## config.mk

```make
export PLATFORM = sky130hd
export DESIGN_NAME = image_parallel_processing_mutex_client_flat
export DESIGN_NICKNAME = d
export VERILOG_FILES = /design/src/rtl/image_parallel_processing_mutex_client_if.sv /design/src/rtl/image_parallel_processing_mutex_client.sv /design/src/flat_wrapper.sv
export SDC_FILE = /design/constraint.sdc
export NUM_CORES = 1
export LEC_CHECK = 0
export BUFFER_PORTS_ARGS = -buffer_cell sky130_fd_sc_hd__buf_4
export CAP_MARGIN = 15
export CORE_MARGIN = 3
export CORE_UTILIZATION = 53
export DETAILED_ROUTE_END_ITERATION = 7
export PLACE_DENSITY = 0.86
export SLEW_MARGIN = 30
export SYNTH_ARGS = -nofsm -noshare
export SYNTH_HDL_FRONTEND = slang
export SYNTH_SLANG_ARGS = --single-unit
```

## constraint.sdc

```tcl
create_clock -name clk -period 3.7 [get_ports clk]
set_input_delay 1.11 -clock clk [delete_from_list [all_inputs] [get_ports clk]]
set_output_delay 1.11 -clock clk [all_outputs]
set_load 0.1 [all_outputs]
```

## src/rtl/image_parallel_processing_mutex_client_if.sv

```systemverilog
// rtl/image_parallel_processing_mutex_client_if.sv - command/response and mutex bus bundle for the mutex client
// master is the client's view (drives the mutex bus); slave is the requester/fabric view.
interface image_parallel_processing_mutex_client_if;
  logic        cmd_valid;
  logic        cmd_ready;
  logic        cmd_op;
  logic        rsp_valid;
  logic [1:0]  rsp_status;
  logic        locked;
  logic        m_address;
  logic        m_chipselect;
  logic        m_write;
  logic        m_read;
  logic [31:0] m_writedata;
  logic [31:0] m_readdata;
  logic        m_waitrequest;

  modport master (
    input  cmd_valid, cmd_op, m_readdata, m_waitrequest,
    output cmd_ready, rsp_valid, rsp_status, locked,
           m_address, m_chipselect, m_write, m_read, m_writedata
  );

  modport slave (
    output cmd_valid, cmd_op, m_readdata, m_waitrequest,
    input  cmd_ready, rsp_valid, rsp_status, locked,
           m_address, m_chipselect, m_write, m_read, m_writedata
  );
endinterface

```

## src/rtl/image_parallel_processing_mutex_client.sv

```systemverilog
// rtl/image_parallel_processing_mutex_client.sv - lock/unlock front end for the Avalon hardware mutex
// Optional MUTEX_CLIENT_LFSR_BACKOFF_EN adds a pseudo-random term to the retry backoff.
module image_parallel_processing_mutex_client #(
  parameter logic [15:0] OWNER_ID       = 16'h0001,
  parameter logic [15:0] LOCK_VALUE     = 16'h0001,
  parameter int          BACKOFF_CYCLES = 8,
  parameter int          MAX_RETRIES    = 0
) (
  input logic clk,
  input logic reset_n,
  image_parallel_processing_mutex_client_if.master mif
);

  typedef enum logic [2:0] {
    S_IDLE,
    S_LOCK_WR,
    S_LOCK_RD,
    S_BACKOFF,
    S_UNLOCK_WR,
    S_RESP
  } state_t;

  localparam logic [31:0] LOCK_WORD    = {OWNER_ID, LOCK_VALUE};
  localparam logic [31:0] UNLOCK_WORD  = {OWNER_ID, 16'h0000};
  localparam logic [15:0] BACKOFF_BASE = 16'(BACKOFF_CYCLES);
  localparam logic [15:0] RETRY_LIMIT  = 16'(MAX_RETRIES);
  localparam logic [1:0]  ST_OK        = 2'b00;
  localparam logic [1:0]  ST_TIMEOUT   = 2'b01;
  localparam logic [1:0]  ST_NOT_OWNER = 2'b10;

  state_t      state_q, state_d;
  logic        cmd_ready_q, cmd_ready_d;
  logic        rsp_valid_q, rsp_valid_d;
  logic [1:0]  rsp_status_q, rsp_status_d;
  logic        locked_q, locked_d;
  logic        m_cs_q, m_cs_d;
  logic        m_wr_q, m_wr_d;
  logic        m_rd_q, m_rd_d;
  logic [31:0] m_wd_q, m_wd_d;
  logic [15:0] attempt_q, attempt_d;
  logic [15:0] backoff_q, backoff_d;
  logic [15:0] attempt_inc;
  logic [15:0] backoff_load;
  logic        bus_done;

`ifdef MUTEX_CLIENT_LFSR_BACKOFF_EN
  logic [7:0] lfsr_q, lfsr_d;
  assign backoff_load = BACKOFF_BASE + {12'h000, lfsr_q[3:0]};
`else
  assign backoff_load = BACKOFF_BASE;
`endif

  assign bus_done    = ~mif.m_waitrequest;
  assign attempt_inc = (attempt_q == 16'hFFFF) ? attempt_q : attempt_q + 16'd1;

  always_comb begin
    state_d      = state_q;
    rsp_valid_d  = 1'b0;
    rsp_status_d = rsp_status_q;
    locked_d     = locked_q;
    m_cs_d       = m_cs_q;
    m_wr_d       = m_wr_q;
    m_rd_d       = m_rd_q;
    m_wd_d       = m_wd_q;
    attempt_d    = attempt_q;
    backoff_d    = backoff_q;
`ifdef MUTEX_CLIENT_LFSR_BACKOFF_EN
    lfsr_d       = lfsr_q;
`endif

    case (state_q)
      S_IDLE: begin
        if (mif.cmd_valid && cmd_ready_q) begin
          if (!mif.cmd_op) begin
            if (locked_q) begin
              state_d      = S_RESP;
              rsp_valid_d  = 1'b1;
              rsp_status_d = ST_OK;
            end else begin
              state_d   = S_LOCK_WR;
              attempt_d = 16'd0;
              m_cs_d    = 1'b1;
              m_wr_d    = 1'b1;
              m_wd_d    = LOCK_WORD;
            end
          end else begin
            if (!locked_q) begin
              state_d      = S_RESP;
              rsp_valid_d  = 1'b1;
              rsp_status_d = ST_NOT_OWNER;
            end else begin
              state_d = S_UNLOCK_WR;
              m_cs_d  = 1'b1;
              m_wr_d  = 1'b1;
              m_wd_d  = UNLOCK_WORD;
            end
          end
        end
      end

      S_LOCK_WR: begin
        if (bus_done) begin
          state_d = S_LOCK_RD;
          m_wr_d  = 1'b0;
          m_rd_d  = 1'b1;
        end
      end

      S_LOCK_RD: begin
        if (bus_done) begin
          m_cs_d = 1'b0;
          m_rd_d = 1'b0;
          if (mif.m_readdata == LOCK_WORD) begin
            state_d      = S_RESP;
            rsp_valid_d  = 1'b1;
            rsp_status_d = ST_OK;
            locked_d     = 1'b1;
          end else begin
            attempt_d = attempt_inc;
            if (MAX_RETRIES != 0 && attempt_inc == RETRY_LIMIT) begin
              state_d      = S_RESP;
              rsp_valid_d  = 1'b1;
              rsp_status_d = ST_TIMEOUT;
            end else begin
              state_d   = S_BACKOFF;
              backoff_d = backoff_load;
`ifdef MUTEX_CLIENT_LFSR_BACKOFF_EN
              lfsr_d    = {lfsr_q[6:0], lfsr_q[7] ^ lfsr_q[5] ^ lfsr_q[4] ^ lfsr_q[3]};
`endif
            end
          end
        end
      end

      // The loaded count is the number of idle cycles spent here.
      S_BACKOFF: begin
        backoff_d = backoff_q - 16'd1;
        if (backoff_q <= 16'd1) begin
          backoff_d = 16'd0;
          state_d   = S_LOCK_WR;
          m_cs_d    = 1'b1;
          m_wr_d    = 1'b1;
          m_wd_d    = LOCK_WORD;
        end
      end

      S_UNLOCK_WR: begin
        if (bus_done) begin
          state_d      = S_RESP;
          m_cs_d       = 1'b0;
          m_wr_d       = 1'b0;
          locked_d     = 1'b0;
          rsp_valid_d  = 1'b1;
          rsp_status_d = ST_OK;
        end
      end

      S_RESP: begin
        state_d = S_IDLE;
      end

      default: begin
        state_d = S_IDLE;
        m_cs_d  = 1'b0;
        m_wr_d  = 1'b0;
        m_rd_d  = 1'b0;
      end
    endcase

    cmd_ready_d = (state_d == S_IDLE);
  end

  always_ff @(posedge clk) begin
    if (!reset_n) begin
      state_q      <= S_IDLE;
      cmd_ready_q  <= 1'b0;
      rsp_valid_q  <= 1'b0;
      rsp_status_q <= 2'b00;
      locked_q     <= 1'b0;
      m_cs_q       <= 1'b0;
      m_wr_q       <= 1'b0;
      m_rd_q       <= 1'b0;
      m_wd_q       <= 32'h0;
      attempt_q    <= 16'h0;
      backoff_q    <= 16'h0;
`ifdef MUTEX_CLIENT_LFSR_BACKOFF_EN
      lfsr_q       <= OWNER_ID[7:0] | 8'h01;
`endif
    end else begin
      state_q      <= state_d;
      cmd_ready_q  <= cmd_ready_d;
      rsp_valid_q  <= rsp_valid_d;
      rsp_status_q <= rsp_status_d;
      locked_q     <= locked_d;
      m_cs_q       <= m_cs_d;
      m_wr_q       <= m_wr_d;
      m_rd_q       <= m_rd_d;
      m_wd_q       <= m_wd_d;
      attempt_q    <= attempt_d;
      backoff_q    <= backoff_d;
`ifdef MUTEX_CLIENT_LFSR_BACKOFF_EN
      lfsr_q       <= lfsr_d;
`endif
    end
  end

  assign mif.cmd_ready    = cmd_ready_q;
  assign mif.rsp_valid    = rsp_valid_q;
  assign mif.rsp_status   = rsp_status_q;
  assign mif.locked       = locked_q;
  assign mif.m_address    = 1'b0;
  assign mif.m_chipselect = m_cs_q;
  assign mif.m_write      = m_wr_q;
  assign mif.m_read       = m_rd_q;
  assign mif.m_writedata  = m_wd_q;

endmodule
```

## src/flat_wrapper.sv

```systemverilog
// flat-port wrapper written by rule: the top's interface ports become plain ports
module image_parallel_processing_mutex_client_flat 
#(
  parameter logic [15:0] OWNER_ID       = 16'h0001,
  parameter logic [15:0] LOCK_VALUE     = 16'h0001,
  parameter int          BACKOFF_CYCLES = 8,
  parameter int          MAX_RETRIES    = 0
)
  (clk, reset_n, mif_cmd_valid, mif_cmd_op, mif_m_readdata, mif_m_waitrequest, mif_cmd_ready, mif_rsp_valid, mif_rsp_status, mif_locked, mif_m_address, mif_m_chipselect, mif_m_write, mif_m_read, mif_m_writedata);
  image_parallel_processing_mutex_client_if mif_i ();
  input logic clk;
  input logic reset_n;
  input wire logic [$bits(mif_i.cmd_valid)-1:0] mif_cmd_valid;
  input wire logic [$bits(mif_i.cmd_op)-1:0] mif_cmd_op;
  input wire logic [$bits(mif_i.m_readdata)-1:0] mif_m_readdata;
  input wire logic [$bits(mif_i.m_waitrequest)-1:0] mif_m_waitrequest;
  output wire logic [$bits(mif_i.cmd_ready)-1:0] mif_cmd_ready;
  output wire logic [$bits(mif_i.rsp_valid)-1:0] mif_rsp_valid;
  output wire logic [$bits(mif_i.rsp_status)-1:0] mif_rsp_status;
  output wire logic [$bits(mif_i.locked)-1:0] mif_locked;
  output wire logic [$bits(mif_i.m_address)-1:0] mif_m_address;
  output wire logic [$bits(mif_i.m_chipselect)-1:0] mif_m_chipselect;
  output wire logic [$bits(mif_i.m_write)-1:0] mif_m_write;
  output wire logic [$bits(mif_i.m_read)-1:0] mif_m_read;
  output wire logic [$bits(mif_i.m_writedata)-1:0] mif_m_writedata;
  assign mif_i.cmd_valid = mif_cmd_valid;
  assign mif_i.cmd_op = mif_cmd_op;
  assign mif_i.m_readdata = mif_m_readdata;
  assign mif_i.m_waitrequest = mif_m_waitrequest;
  assign mif_cmd_ready = mif_i.cmd_ready;
  assign mif_rsp_valid = mif_i.rsp_valid;
  assign mif_rsp_status = mif_i.rsp_status;
  assign mif_locked = mif_i.locked;
  assign mif_m_address = mif_i.m_address;
  assign mif_m_chipselect = mif_i.m_chipselect;
  assign mif_m_write = mif_i.m_write;
  assign mif_m_read = mif_i.m_read;
  assign mif_m_writedata = mif_i.m_writedata;
  image_parallel_processing_mutex_client #(.OWNER_ID(OWNER_ID), .LOCK_VALUE(LOCK_VALUE), .BACKOFF_CYCLES(BACKOFF_CYCLES), .MAX_RETRIES(MAX_RETRIES)) u_core (.clk(clk), .reset_n(reset_n), .mif(mif_i));
endmodule
```

==> flow_metrics.py <==
metrics = {
    "floorplan": {
        "ios": 78,
        "core_um2": 3520,
        "rows": 21,
        "dieArea_um2": 4640,
        "initial_core_util_pct": 58.0,
        "fp.dieH_um": 68.1,
        "die_x_um": 68.1,
    },
    "synth": {
        "syn_inst": 262,
        "ys_top_cells_by_area": "dfxtp_1 (27%), buf_4 (12%), a21oi_1 (4.4%)",
        "yosys.area_share.simple_pct": 26.3,
        "synth_top_family_by_area": "simple AND/OR/NAND/NOR gates",
        "synth_edf_count": 0,
        "synth_top_cell_area_share_pct": 27.4,
        "synth_compound_area_share_pct": 25.0,
        "synth-xor-area-share_pct": 1.29,
        "yosys.area.top_type": "dfxtp_1",
        "syn-cell-area_um2": 2040,
        "muxShareOfSynthArea_pct": 0.980,
        "synth_ff_type": "dfxtp_1",
        "synth_async_sr_flop_share_pct": 0,
        "yosysSeqAreaShare_pct": 27.4,
        "synth.ff_latch_count": 28,
        "synth_area_per_cell_um2": 7.80,
        "yosys_warnings": 0,
        "synth_fa_ha_area_share_pct": 2.45,
        "yosysUniqueCellTypes": 50,
    },
    "outcome": {
        "status": "completed",
    },
    "layout": {
        "syn_to_final_growth_pct": 13.5,
        "finalCoreUtilization_pct": 65.9,
        "n_antenna_cell": 0,
        "nNetsFinal": 342,
        "final_layout_size_suffix_gt1_share_pct": 20.1,
    },
    "clocking": {
        "hold_buffers": 0,
        "insertion_delay_ns": 0.27,
        "postCtsSetupBuffers": 0,
        "cts_tree": "yes",
        "max-clock-path-buffers": 2,
        "cts_resized": 0,
        "root_buffer": "clkbuf_8",
        "clock_sinks": 28,
        "htree_num_levels": 1,
        "cts_buffers": 3,
        "clkTransAtPathRegs_ns": 0.09,
    },
    "timing": {
        "relSlewSlack_pct": 52.9,
        "period_share_pct": 74.3,
        "worst_slew_pin_slew_ns": 0.699,
        "rsz0062_at_grt": "no",
        "fmax_mhz": 364,
        "clock_skew_ns": 0.00493,
        "hold_violations": 0,
        "final_max_slew_viol_count": 0,
        "setup_viol": 0,
        "setup_tns_ns": 0,
        "final.min_clock_period_ns": 2.75,
    },
    "flow_run": {
        "maxCapViolations": 0,
    },
    "critical_path": {
        "cpPeakStageDelay_ns": 0.43,
        "cp_slowest_cell": "nand3_1",
        "critPathArrivalTime_ns": 2.92,
        "rr_startpoint": "u_core.state_q[2]",
        "worstPathCellList": "buf_4 -> nor4b_1 -> nand4_1 -> o21ai_0 -> nand3_1 -> a221oi_1",
        "startpoint": "mif_m_readdata[17]",
        "path_class": "input pin to flop",
        "start_kind": "input pin",
        "cp_data_required_time_ns": 3.87,
        "end_kind": "flop",
        "worstPathMaxFanout": 12,
    },
    "drt": {
        "drc": 0,
        "ant_nets": 0,
        "totalWireLength_um": 4930,
        "first_pass_iters": 5,
        "routed_via_density": 5.94,
        "vias": 2050,
        "wl_per_cell_um": 14.3,
        "drt_iter0_markers": 200,
    },
    "global_route": {
        "grt_max_degree": 19,
        "grt_pass1_vias": 1709,
        "grt_pass1_wl_um": 7670,
        "track_usage_pct": 21.5,
        "antenna_found_initial": 0,
        "grt-ovfl-total": 0,
    },
    "place": {
        "place_congestion": 0.892,
        "dpl.hpwl_um": 3680,
        "port_buffers": 45,
    },
    "power_and_ir_drop": {
        "peakVddDrop_mv": 0.362,
        "finalPower_mw": 1.36,
        "power.density_nw_per_um2": 587,
        "p_leak_nw": 0.976,
    },
    "worst_hold_path": {
        "hold_path.class": "flop to flop",
        "hp-start": "u_core.mif.rsp_status[1]",
    },
}
routing by layer:
layer	vias to the layer above	GRT usage, %	part of all wire [%]
met2	139	35.6	45
met1	917	28.4	39
li1	984	-	-
met4	0	7.69	1.6
met3	10	2.63	14
met5	-	0	0
cells by family (layout without fill, tap and decap cells):
logic type,after synthesis,count (layout)
compound gates,75,75
xor+xnor,3,3
fa+ha+maj,4,4
buf+inv,55,61
flops,28,28
mux,2,2
other cells,1,32
simple gates,94,94
synthesized netlist by cell type (all sizes together), types with 6 or more instances:
cell and instances:
a21oi 18, buf 36, clkbuf 8, dfxtp 28
inv 11, nand2 10, nand3 8, nor2 16
nor3 10, nor4 10, o21a 6, o21ai 11
o31ai 6, or3 11, or4 6
power breakdown:
part / switching, mW / total, mW / internal (mW)
Clock: 0.0908 / 0.164 / 0.0731
Sequential: 0.0643 / 0.412 / 0.347
Combinational: 0.556 / 0.787 / 0.231
sequential cells by signal (all words and copies together) (netlist names):
name and count:
u_core.state_q 3, u_core.mif.m_write 1, u_core.backoff_q 16, u_core.mif.locked 1, u_core.mif.rsp_status 1, u_core.mif.m_read 1, u_core.mif.cmd_ready 1, u_core.mif.m_writedata 2
u_core.mif.rsp_valid 1, u_core.mif.m_chipselect 1
area by class of cell:
cell class,count,area (µm²)
clock buffer,3,41.3
timing repair buffer,47,353
inverter,11,41.3
tap,46,57.6
multi-input combinational,210,1270
fill,310,1200
sequential,28,561
worst paths after layout:
check        cells past startpoint  slack (ns)                        to
max reg2reg                      5        1.37       u_core.backoff_q[9]
min                              2        0.47  u_core.mif.rsp_status[1]
max                              6        0.95       u_core.backoff_q[9]
min reg2reg                      2        0.47  u_core.mif.rsp_status[1]
critical path: cells and delay by family:
kind	cells	cell delay (ns)
compound gates	2	0.69
simple gates	3	1.02
buf+inv	1	0.11
cell usage in the layout, fill, tap and decap left out, types with 7 or more instances in the layout:
cell type and instances:
inv_1 11, conb_1 32, a21oi_1 18, nor4_1 9
buf_4 47, nor3_1 10, o21ai_0 10, dfxtp_1 28
nor2_1 16, nand3_1 7, or3_1 10, nand2_1 10
stage by stage:
| step | std cells | instance area, µm² | worst slack (ns) | hold slack, ns |
|---|---|---|---|---|
| 3_3_place_gp | 342 | 2280 | 0.817 | 0.455 |
| 3_5_place_dp | 342 | 2280 | 0.728 | 0.460 |
| 4_1_cts | 345 | 2320 | 0.999 | 0.476 |
| 5_1_grt | 345 | 2320 | 0.799 | 0.488 |
| 6_report | 345 | 2320 | 0.950 | 0.472 |
| 2_1_floorplan | 293 | 2160 | 1.19 | 0.452 |
No activity file was read; power rests on OpenSTA's default activity.
